`config.mk`:
```
export PLATFORM = sky130hd
export DESIGN_NAME = pmod_button_reader
export DESIGN_NICKNAME = d
export VERILOG_FILES = /design/src/rtl/pmod_button_reader.sv
export SDC_FILE = /design/constraint.sdc
export NUM_CORES = 1
export LEC_CHECK = 0
export ABC_CLOCK_PERIOD_IN_PS = 3800
export CORE_MARGIN = 10
export CORE_UTILIZATION = 32
export CTS_BUF_LIST = sky130_fd_sc_hd__clkbuf_4
export CTS_CLUSTER_DIAMETER = 200
export DETAILED_ROUTE_END_ITERATION = 10
export HOLD_SLACK_MARGIN = 0.12
export PLACE_DENSITY_LB_ADDON = 0.12
export SLEW_MARGIN = 10
export SYNTH_ARGS = -nofsm -noshare
export SYNTH_HDL_FRONTEND = slang
export SYNTH_SLANG_ARGS = --single-unit
```
`constraint.sdc`:
```
create_clock -name clk -period 3.8 [get_ports clk]
set_input_delay 0.38 -clock clk [delete_from_list [all_inputs] [get_ports clk]]
set_output_delay 0.38 -clock clk [all_outputs]
set_load 0.05 [all_outputs]
```
`src/rtl/pmod_button_reader.sv`:
```
// PMOD button reader: synchronize, debounce, queue press/release events.
// Define LONG_PRESS_EN to add per-channel long-press (type 10) events.
module pmod_button_reader #(
  parameter int N_BTN           = 6,
  parameter int DEBOUNCE_CYCLES = 270000,
  parameter int FIFO_DEPTH      = 8,
  parameter int LONG_CYCLES     = 27000000
) (
  input  logic             clk,
  input  logic             rst_n,
  input  logic [N_BTN-1:0] btn_in,
  output logic [N_BTN-1:0] btn_state,
  output logic             evt_valid,
  input  logic             evt_ready,
  output logic [4:0]       evt_data,
  output logic             overflow,
  input  logic             clear_ovf
);

  localparam int CW = $clog2(DEBOUNCE_CYCLES);
  localparam int AW = $clog2(FIFO_DEPTH);

  logic [N_BTN-1:0] sync1;
  logic [N_BTN-1:0] sync2;
  logic [N_BTN-1:0] rise;
  logic [N_BTN-1:0] fall;
  logic [N_BTN-1:0] long_set;

  logic [N_BTN-1:0] rel_p;
  logic [N_BTN-1:0] prs_p;
  logic [N_BTN-1:0] lng_p;
  logic [N_BTN-1:0] clr_rel;
  logic [N_BTN-1:0] clr_prs;
  logic [N_BTN-1:0] clr_lng;

  logic       sel_valid;
  logic [2:0] sel_idx;
  logic [1:0] sel_type;
  logic       push_ok;
  logic       push;
  logic       pop;
  logic       full;
  logic       empty;
  logic       dup;

  logic [AW:0] wr_ptr;
  logic [AW:0] rd_ptr;
  logic [4:0]  mem [FIFO_DEPTH];

  always_ff @(posedge clk) begin
    if (!rst_n) begin
      sync1 <= '0;
      sync2 <= '0;
    end else begin
      sync1 <= btn_in;
      sync2 <= sync1;
    end
  end

  for (genvar g = 0; g < N_BTN; g++) begin : g_ch
    logic          st;
    logic [CW-1:0] cnt;
    logic          flip;

    assign flip = (sync2[g] != st) &&
                  (cnt == CW'(DEBOUNCE_CYCLES - 1));

    always_ff @(posedge clk) begin
      if (!rst_n) begin
        st  <= 1'b0;
        cnt <= '0;
      end else if (sync2[g] == st) begin
        cnt <= '0;
      end else if (flip) begin
        st  <= sync2[g];
        cnt <= '0;
      end else begin
        cnt <= cnt + 1'b1;
      end
    end

    assign btn_state[g] = st;
    assign rise[g]      = flip & sync2[g];
    assign fall[g]      = flip & ~sync2[g];

`ifdef LONG_PRESS_EN
    localparam int LW = $clog2(LONG_CYCLES);
    logic [LW-1:0] hold;

    // Saturates at the top so each press fires only once.
    always_ff @(posedge clk) begin
      if (!rst_n || !st) begin
        hold <= '0;
      end else if (hold != LW'(LONG_CYCLES - 1)) begin
        hold <= hold + 1'b1;
      end
    end

    assign long_set[g] = st && (hold == LW'(LONG_CYCLES - 2));
`else
    assign long_set[g] = 1'b0;
`endif
  end

  assign full  = (wr_ptr[AW] != rd_ptr[AW]) &&
                 (wr_ptr[AW-1:0] == rd_ptr[AW-1:0]);
  assign empty = (wr_ptr == rd_ptr);
  assign pop   = !empty && evt_ready;
  assign push_ok = !full || pop;
  assign push  = sel_valid && push_ok;

  // Lowest channel wins; within a channel release, press, long.
  always_comb begin
    sel_valid = 1'b0;
    sel_idx   = '0;
    sel_type  = '0;
    clr_rel   = '0;
    clr_prs   = '0;
    clr_lng   = '0;
    for (int i = 0; i < N_BTN; i++) begin
      if (!sel_valid && (rel_p[i] || prs_p[i] || lng_p[i])) begin
        sel_valid = 1'b1;
        sel_idx   = 3'(i);
        if (rel_p[i]) begin
          sel_type   = 2'b00;
          clr_rel[i] = push_ok;
        end else if (prs_p[i]) begin
          sel_type   = 2'b01;
          clr_prs[i] = push_ok;
        end else begin
          sel_type   = 2'b10;
          clr_lng[i] = push_ok;
        end
      end
    end
  end

  assign dup = |((rel_p & ~clr_rel & fall) |
                 (prs_p & ~clr_prs & rise) |
                 (lng_p & ~clr_lng & long_set));

  always_ff @(posedge clk) begin
    if (!rst_n) begin
      rel_p    <= '0;
      prs_p    <= '0;
      lng_p    <= '0;
      overflow <= 1'b0;
    end else begin
      rel_p    <= (rel_p & ~clr_rel) | fall;
      prs_p    <= (prs_p & ~clr_prs) | rise;
      lng_p    <= (lng_p & ~clr_lng) | long_set;
      overflow <= dup | (overflow & ~clear_ovf);
    end
  end

  always_ff @(posedge clk) begin
    if (!rst_n) begin
      wr_ptr <= '0;
      rd_ptr <= '0;
    end else begin
      if (push) wr_ptr <= wr_ptr + 1'b1;
      if (pop)  rd_ptr <= rd_ptr + 1'b1;
    end
  end

  always_ff @(posedge clk) begin
    if (push) mem[wr_ptr[AW-1:0]] <= {sel_type, sel_idx};
  end

  assign evt_valid = !empty;
  assign evt_data  = evt_valid ? mem[rd_ptr[AW-1:0]] : 5'd0;

endmodule

```
==> impl_metrics.env, run 1 <==
export IMPL_syn_num_nets=912
export IMPL_drc_errors=0
export IMPL_overflow=0
export IMPL_finalSetupViolations=0
export IMPL_worstSetupEndpointType="output port"
export IMPL_syn_to_final_growth_pct=14.2
export IMPL_internal_power_w=0.00324
export IMPL_num_vias=6236
export IMPL_clock_root_buffer="clkbuf_4"
export IMPL_yosysMostFrequentCell="nor2_1"
export IMPL_cts_inserted_buffers=56
export IMPL_p_seq_share_pct=52.6
export IMPL_cpMaxStageDelayCell="clkdlybuf4s50_1"
export IMPL_drive_gt1_share_pct=11.6
export IMPL_critPathKind="reg -> out"
export IMPL_final_area_um2=9890
export IMPL_timing_rr_end="mem[0][3]"
export IMPL_wl_per_cell_um=13.8
export IMPL_fp_row_count=60
export IMPL_period_needed_ps=3390
export IMPL_dp_cells=1232
export IMPL_grt_max_degree=21
export IMPL_synth_top_area_cell="dfxtp_1"
export IMPL_cts_num_sinks=202
export IMPL_powerDensity_nw_per_um2=421
export IMPL_report_final_slew_viol_count=0
export IMPL_synth_ff_type="dfxtp_1"
export IMPL_layout_setup_ws_ps=412
export IMPL_clockBufferDepth=3
export IMPL_p_leak_nw=3.36
export IMPL_rrSetupSlack_ps=1110
export IMPL_fin_tns_setup_ps=0
export IMPL_arrival_ps=3010
export IMPL_clk_pin_slew_ps=60
export IMPL_hpwl_um=12700
export IMPL_finClkSkew_ps=34.9
export IMPL_grtUsageTotal_pct=11.1
export IMPL_multiInputGateArea_um2=3950
export IMPL_initial_utilization_pct=32.3
export IMPL_place_congestion=0.801
export IMPL_cts_resized=0
export IMPL_timing_hold_ws_ps=315
export IMPL_grt_pass1_wl_um=31100
export IMPL_syn_mean_instance_area_um2=9.68
export IMPL_final_cells=1335
export IMPL_outcome="completed"
export IMPL_p_comb_share_pct=1.1
export IMPL_ys_seq_elements=202
export IMPL_hold_violations=0
export IMPL_netlist_area_um2=8660
export IMPL_cts_setup_buffers=0
export IMPL_io_buffers=22
export IMPL_cts_max_level=2
export IMPL_hold_path_class="in -> reg"
export IMPL_drt_first_pass_iters=4
export IMPL_yosysUniqueCellTypes=54
export IMPL_hold_buffers=0
export IMPL_core_um2=26800
export IMPL_fp_dieArea_um2=34000
export IMPL_yosys_warnings=0
export IMPL_pwr_share_clk_pct=46.3
export IMPL_postSynthCellCount=894
export IMPL_wl_um=18500
export IMPL_async_flop_share_pct=0
export IMPL_ir_drop_uv=196
export IMPL_switchingPower_w=0.000916
export IMPL_first_iter_violations=316
export IMPL_p_sw_share_pct=22.0
export IMPL_final_nets=967
export IMPL_worst_slew_pin_slew_ps=834
export IMPL_antenna_found_initial=1
export IMPL_cp_start_kind="flop"
export IMPL_cp_required_ps=3420
export IMPL_yosys_top_cells_area="dfxtp_1 37%, edfxtp_1 14%, nor2_1 7.5%"
export IMPL_grt_pass1_vias=6185
export IMPL_reg2reg_depth=5
export IMPL_ant_nets=0
export IMPL_insertion_delay_ps=660
export IMPL_viasPerCell=4.67
export IMPL_post_route_period_util_pct=89.1
export IMPL_drv_cap=0
export IMPL_cts_tree="yes"
export IMPL_place_worst_setup_slack_ps=901
export IMPL_max_freq_ghz=0.295
export IMPL_placed_area_um2=9170
export IMPL_synth_edff_count=40
export IMPL_path_max_fanout=12
export IMPL_slowest_delay_ps=720
export IMPL_yosysSeqAreaShare_pct=51.3
export IMPL_seq_area_um2=4440
export IMPL_hold_path_depth=2
export IMPL_die_x_um=184
export IMPL_fillers=2740
export IMPL_synthTopCellsByCount="174 x nor2_1, 162 x dfxtp_1, 74 x xor2_1"
export IMPL_holdCritStartpoint="btn_in[3]"
export IMPL_cp_cell_sequence="xnor2_1 > and3_1 > and2_1 > inv_1 > clkdlybuf4s50_1"
export IMPL_pin_count=23
export IMPL_die_h_um=184
export IMPL_relSlewSlack_pct=44.4
export IMPL_r2r_start="wr_ptr[0]"
export IMPL_worst_hold_path_endpoint="sync1[3]"
export IMPL_grt_setup_unrepaired="no"
export IMPL_yosysTopAreaCellShare_pct=37.5
cells by family after synthesis:
group / after synthesis / share of synthesized area (%)
mux: 18 / 3.53
compound gates: 66 / 4.77
xor+xnor: 112 / 11.3
fa+ha+maj: 8 / 1.16
simple gates: 435 / 24.9
buf+inv: 53 / 3.02
flops: 202 / 51.3
routing by layer:
metal  global-route usage (%)  wire (um)  vias to the layer above
li1                         -          -                     3249
met1                     14.9       9180                     2874
met2                     16.6       8180                       90
met3                     2.93        821                       23
met4                     4.42        297                        0
met5                        0          0                        -
how the worst max path moves through the flow:
stage / start / end / slack [ps] / cells after the start
finish: wr_ptr[1] / evt_valid / 410 / 5
global route: wr_ptr[1] / evt_valid / 190 / 5
CTS: wr_ptr[1] / evt_valid / 330 / 5
detailed placement: evt_ready / mem[0][1] / 900 / 5
global placement: evt_ready / mem[0][2] / 1040 / 5
floorplan: wr_ptr[0] / mem[0][0] / 1690 / 6
flip-flops by register name (all words and copies together), names as in the netlist, named ones only:
name	flops
g_ch.cnt	114
mem	40
g_ch.st	6
lng_p	6
prs_p	6
rel_p	6
sync1	6
sync2	6
rd_ptr	4
wr_ptr	4
overflow	1
worst max-delay path: cells and delay by family, from the launching register on:
| kind | cells | cell delay (ps) |
|---|---|---|
| xor+xnor | 1 | 180 |
| buf+inv | 2 | 850 |
| flops | 1 | 500 |
| simple gates | 2 | 820 |
power groups by stage:
stage | clock, W | sequential [W] | combinational [W]
after floorplan | 0 | 0.00223 | 0.0000248
after global placement | 0 | 0.00224 | 0.0000457
after detailed placement | 0 | 0.00224 | 0.0000457
after CTS | 0.00202 | 0.00219 | 0.0000459
after global routing | 0.00216 | 0.00219 | 0.0000499
final | 0.00193 | 0.00219 | 0.0000446
layout by cell type (no fill, tap or decap), drive strengths merged, types with 3 or more instances in the layout:
master / instances
and4: 9
buf: 6
a21oi: 32
mux2i: 8
o21ai: 8
nand3: 61
dfxtp: 162
clkbuf: 88
nor2: 174
inv: 24
clkdlybuf4s50: 22
and2: 15
ha: 8
edfxtp: 40
a31oi: 4
a211oi: 3
o22ai: 5
and3: 17
o311a: 3
xnor2: 38
nand2b: 4
nor4b: 4
xor2: 74
nor4: 10
nor3: 19
or3: 10
mux4: 10
or4: 4
clkinv: 12
nand4: 32
nor2b: 8
nand2: 57
stage by stage:
stage / utilization, % / total power, W
floorplan: - / 0.00226
global placement: 34.2 / 0.00228
detailed placement: 34.2 / 0.00228
CTS: 36.9 / 0.00426
global route: 36.9 / 0.00440
finish: 36.9 / 0.00416
area by class of cell:
type / count / share of cell area, %
Clock inverter: 14 / 0.532
Timing Repair Buffer: 28 / 2.68
Tap cell: 341 / 4.32
Antenna cell: 1 / 0.0253
Sequential cell: 202 / 45.0
Inverter: 22 / 0.835
Clock buffer: 88 / 6.68
Multi-Input combinational cell: 639 / 40.0
Power figures use the tool's default switching activity.
==> inputs of run 2 (changes only) <==
--- a/config.mk
+++ b/config.mk
@@ -7,7 +7,7 @@
 export LEC_CHECK = 0
 export ABC_CLOCK_PERIOD_IN_PS = 3800
 export CORE_MARGIN = 10
-export CORE_UTILIZATION = 32
+export CORE_UTILIZATION = 45
 export CTS_BUF_LIST = sky130_fd_sc_hd__clkbuf_4
 export CTS_CLUSTER_DIAMETER = 200
 export DETAILED_ROUTE_END_ITERATION = 10
==> impl_metrics.env, run 2 (synthesis results as in run 1) <==
export IMPL_worst_hold_path_endpoint="sync1[3]"
export IMPL_die_x_um=159
export IMPL_largest_register_ffs=114
export IMPL_switchingPower_w=0.000881
export IMPL_holdCritStartpoint="btn_in[3]"
export IMPL_top_register="g_ch.cnt"
export IMPL_initial_utilization_pct=46.0
export IMPL_syn_to_final_growth_pct=12.8
export IMPL_relSlewSlack_pct=39.7
export IMPL_max_freq_ghz=0.302
export IMPL_cts_setup_buffers=0
export IMPL_wl_per_cell_um=13.7
export IMPL_post_route_period_util_pct=87.1
export IMPL_wl_um=17100
export IMPL_ir_drop_uv=201
export IMPL_drt_first_pass_iters=5
export IMPL_rrSetupSlack_ps=1180
export IMPL_powerDensity_nw_per_um2=426
export IMPL_report_final_slew_viol_count=0
export IMPL_final_common_cell="nor2_1"
export IMPL_worstSetupEndpointType="output port"
export IMPL_p_leak_nw=3.36
export IMPL_hold_violations=0
export IMPL_drv_cap=0
export IMPL_viasPerCell=5.07
export IMPL_grt_pass1_wl_um=28800
export IMPL_dp_cells=1149
export IMPL_multiInputGateArea_um2=3950
export IMPL_worst_slew_pin_slew_ps=895
export IMPL_pin_count=23
export IMPL_final_cells=1247
export IMPL_grtUsageTotal_pct=13.3
export IMPL_hold_buffers=0
export IMPL_fin_tns_setup_ps=0
export IMPL_drc_errors=0
export IMPL_arrival_ps=2930
export IMPL_finClkSkew_ps=28.0
export IMPL_cts_resized=0
export IMPL_outcome="completed"
export IMPL_clk_pin_slew_ps=60
export IMPL_hpwl_um=11700
export IMPL_cp_required_ps=3420
export IMPL_fp_dieArea_um2=25200
export IMPL_core_um2=18800
export IMPL_place_congestion=0.874
export IMPL_path_max_fanout=12
export IMPL_p_seq_share_pct=52.6
export IMPL_ant_nets=0
export IMPL_grt_setup_unrepaired="no"
export IMPL_reg2reg_depth=5
export IMPL_insertion_delay_ps=660
export IMPL_layout_common_cells="174 x nor2_1, 162 x dfxtp_1, 92 x clkbuf_4"
export IMPL_grt_max_degree=23
export IMPL_fp_row_count=50
export IMPL_drive_gt1_share_pct=11.8
export IMPL_antenna_found_initial=1
export IMPL_final_nets=963
export IMPL_cts_tree="yes"
export IMPL_p_comb_share_pct=1.0
export IMPL_hold_path_depth=2
export IMPL_p_sw_share_pct=21.2
export IMPL_hold_path_class="in -> reg"
export IMPL_cts_max_level=2
export IMPL_r2r_start="wr_ptr[0]"
export IMPL_cts_num_sinks=202
export IMPL_critPathKind="reg -> out"
export IMPL_cp_start_kind="flop"
export IMPL_overflow=0
export IMPL_clockBufferDepth=3
export IMPL_period_needed_ps=3310
export IMPL_finalCoreUtilization_pct=51.9
export IMPL_clock_root_buffer="clkbuf_4"
export IMPL_timing_rr_end="mem[4][3]"
export IMPL_seq_area_um2=4440
export IMPL_first_iter_violations=361
export IMPL_grt_pass1_vias=6071
export IMPL_finalSetupViolations=0
export IMPL_internal_power_w=0.00328
export IMPL_pwr_share_clk_pct=46.4
export IMPL_fillers=1795
export IMPL_num_vias=6325
export IMPL_cts_inserted_buffers=54
export IMPL_cp_startpoint="wr_ptr[0]"
export IMPL_die_h_um=159
export IMPL_io_buffers=22
-- run 2: cell types whose count changed in the layout (fill, tap and decap cells not counted) --
cell / delta
inv_2: -1
clkinv_1: -8
clkbuf_4: +4
buf_4: -2
-- run 2: worst max-delay path by stage --
stage | to | slack (ps) | depth (start not counted)
2_1_floorplan | mem[0][0] | 1690 | 6
3_3_place_gp | mem[0][2] | 1070 | 5
3_5_place_dp | mem[4][1] | 970 | 5
4_1_cts | evt_valid | 410 | 5
5_1_grt | evt_valid | 280 | 5
6_report | evt_valid | 490 | 5
-- run 2: per-layer routing --
metal  vias to the layer above  track usage (%)  share of wire, %
li1                       3253                -                 -
met1                      2898             17.5                48
met2                       144             20.1                45
met3                        30             4.11               5.2
met4                         0             4.89               1.6
met5                         -                0                 0
-- run 2: cell type report --
class                           count  share of cell area [%]
Sequential cell                   202                    45.5
Multi-Input combinational cell    639                    40.5
Clock buffer                       92                    7.07
Tap cell                          260                    3.33
Timing Repair Buffer               26                    2.56
Inverter                           22                   0.846
Clock inverter                      5                   0.192
Antenna cell                        1                  0.0256
-- run 2: power groups by stage --
| stage | combinational, W | sequential [W] | clock (W) |
|---|---|---|---|
| after detailed placement | 0.0000428 | 0.00224 | 0 |
| after global placement | 0.0000429 | 0.00224 | 0 |
| after global routing | 0.0000473 | 0.00219 | 0.00213 |
| after floorplan | 0.0000248 | 0.00223 | 0 |
| final | 0.0000420 | 0.00219 | 0.00193 |
| after CTS | 0.0000429 | 0.00219 | 0.00200 |
-- run 2: worst max-delay path, cell delays in order, from the launching register on --
cell and delay, ps:
dfxtp_1 510, xnor2_1 180, and3_1 430, and2_1 330
inv_1 130, clkdlybuf4s50_1 720
-- run 2: per-stage QoR --
step	worst slack, ps	hold WS (ps)	instance area [um^2]	total power [W]
floorplan	1690	412	8660	0.00226
global placement	1070	415	9050	0.00228
detailed placement	969	419	9050	0.00228
CTS	414	275	9760	0.00423
global route	280	258	9770	0.00436
finish	490	319	9770	0.00416
==> inputs of run 3 (changes only) <==
--- a/config.mk
+++ b/config.mk
@@ -13,7 +13,6 @@
 export DETAILED_ROUTE_END_ITERATION = 10
 export HOLD_SLACK_MARGIN = 0.12
 export PLACE_DENSITY_LB_ADDON = 0.12
-export SLEW_MARGIN = 10
 export SYNTH_ARGS = -nofsm -noshare
 export SYNTH_HDL_FRONTEND = slang
 export SYNTH_SLANG_ARGS = --single-unit
==> results of run 3 <==
No change in the layout: final DEF, timing and power equal those of run 2.
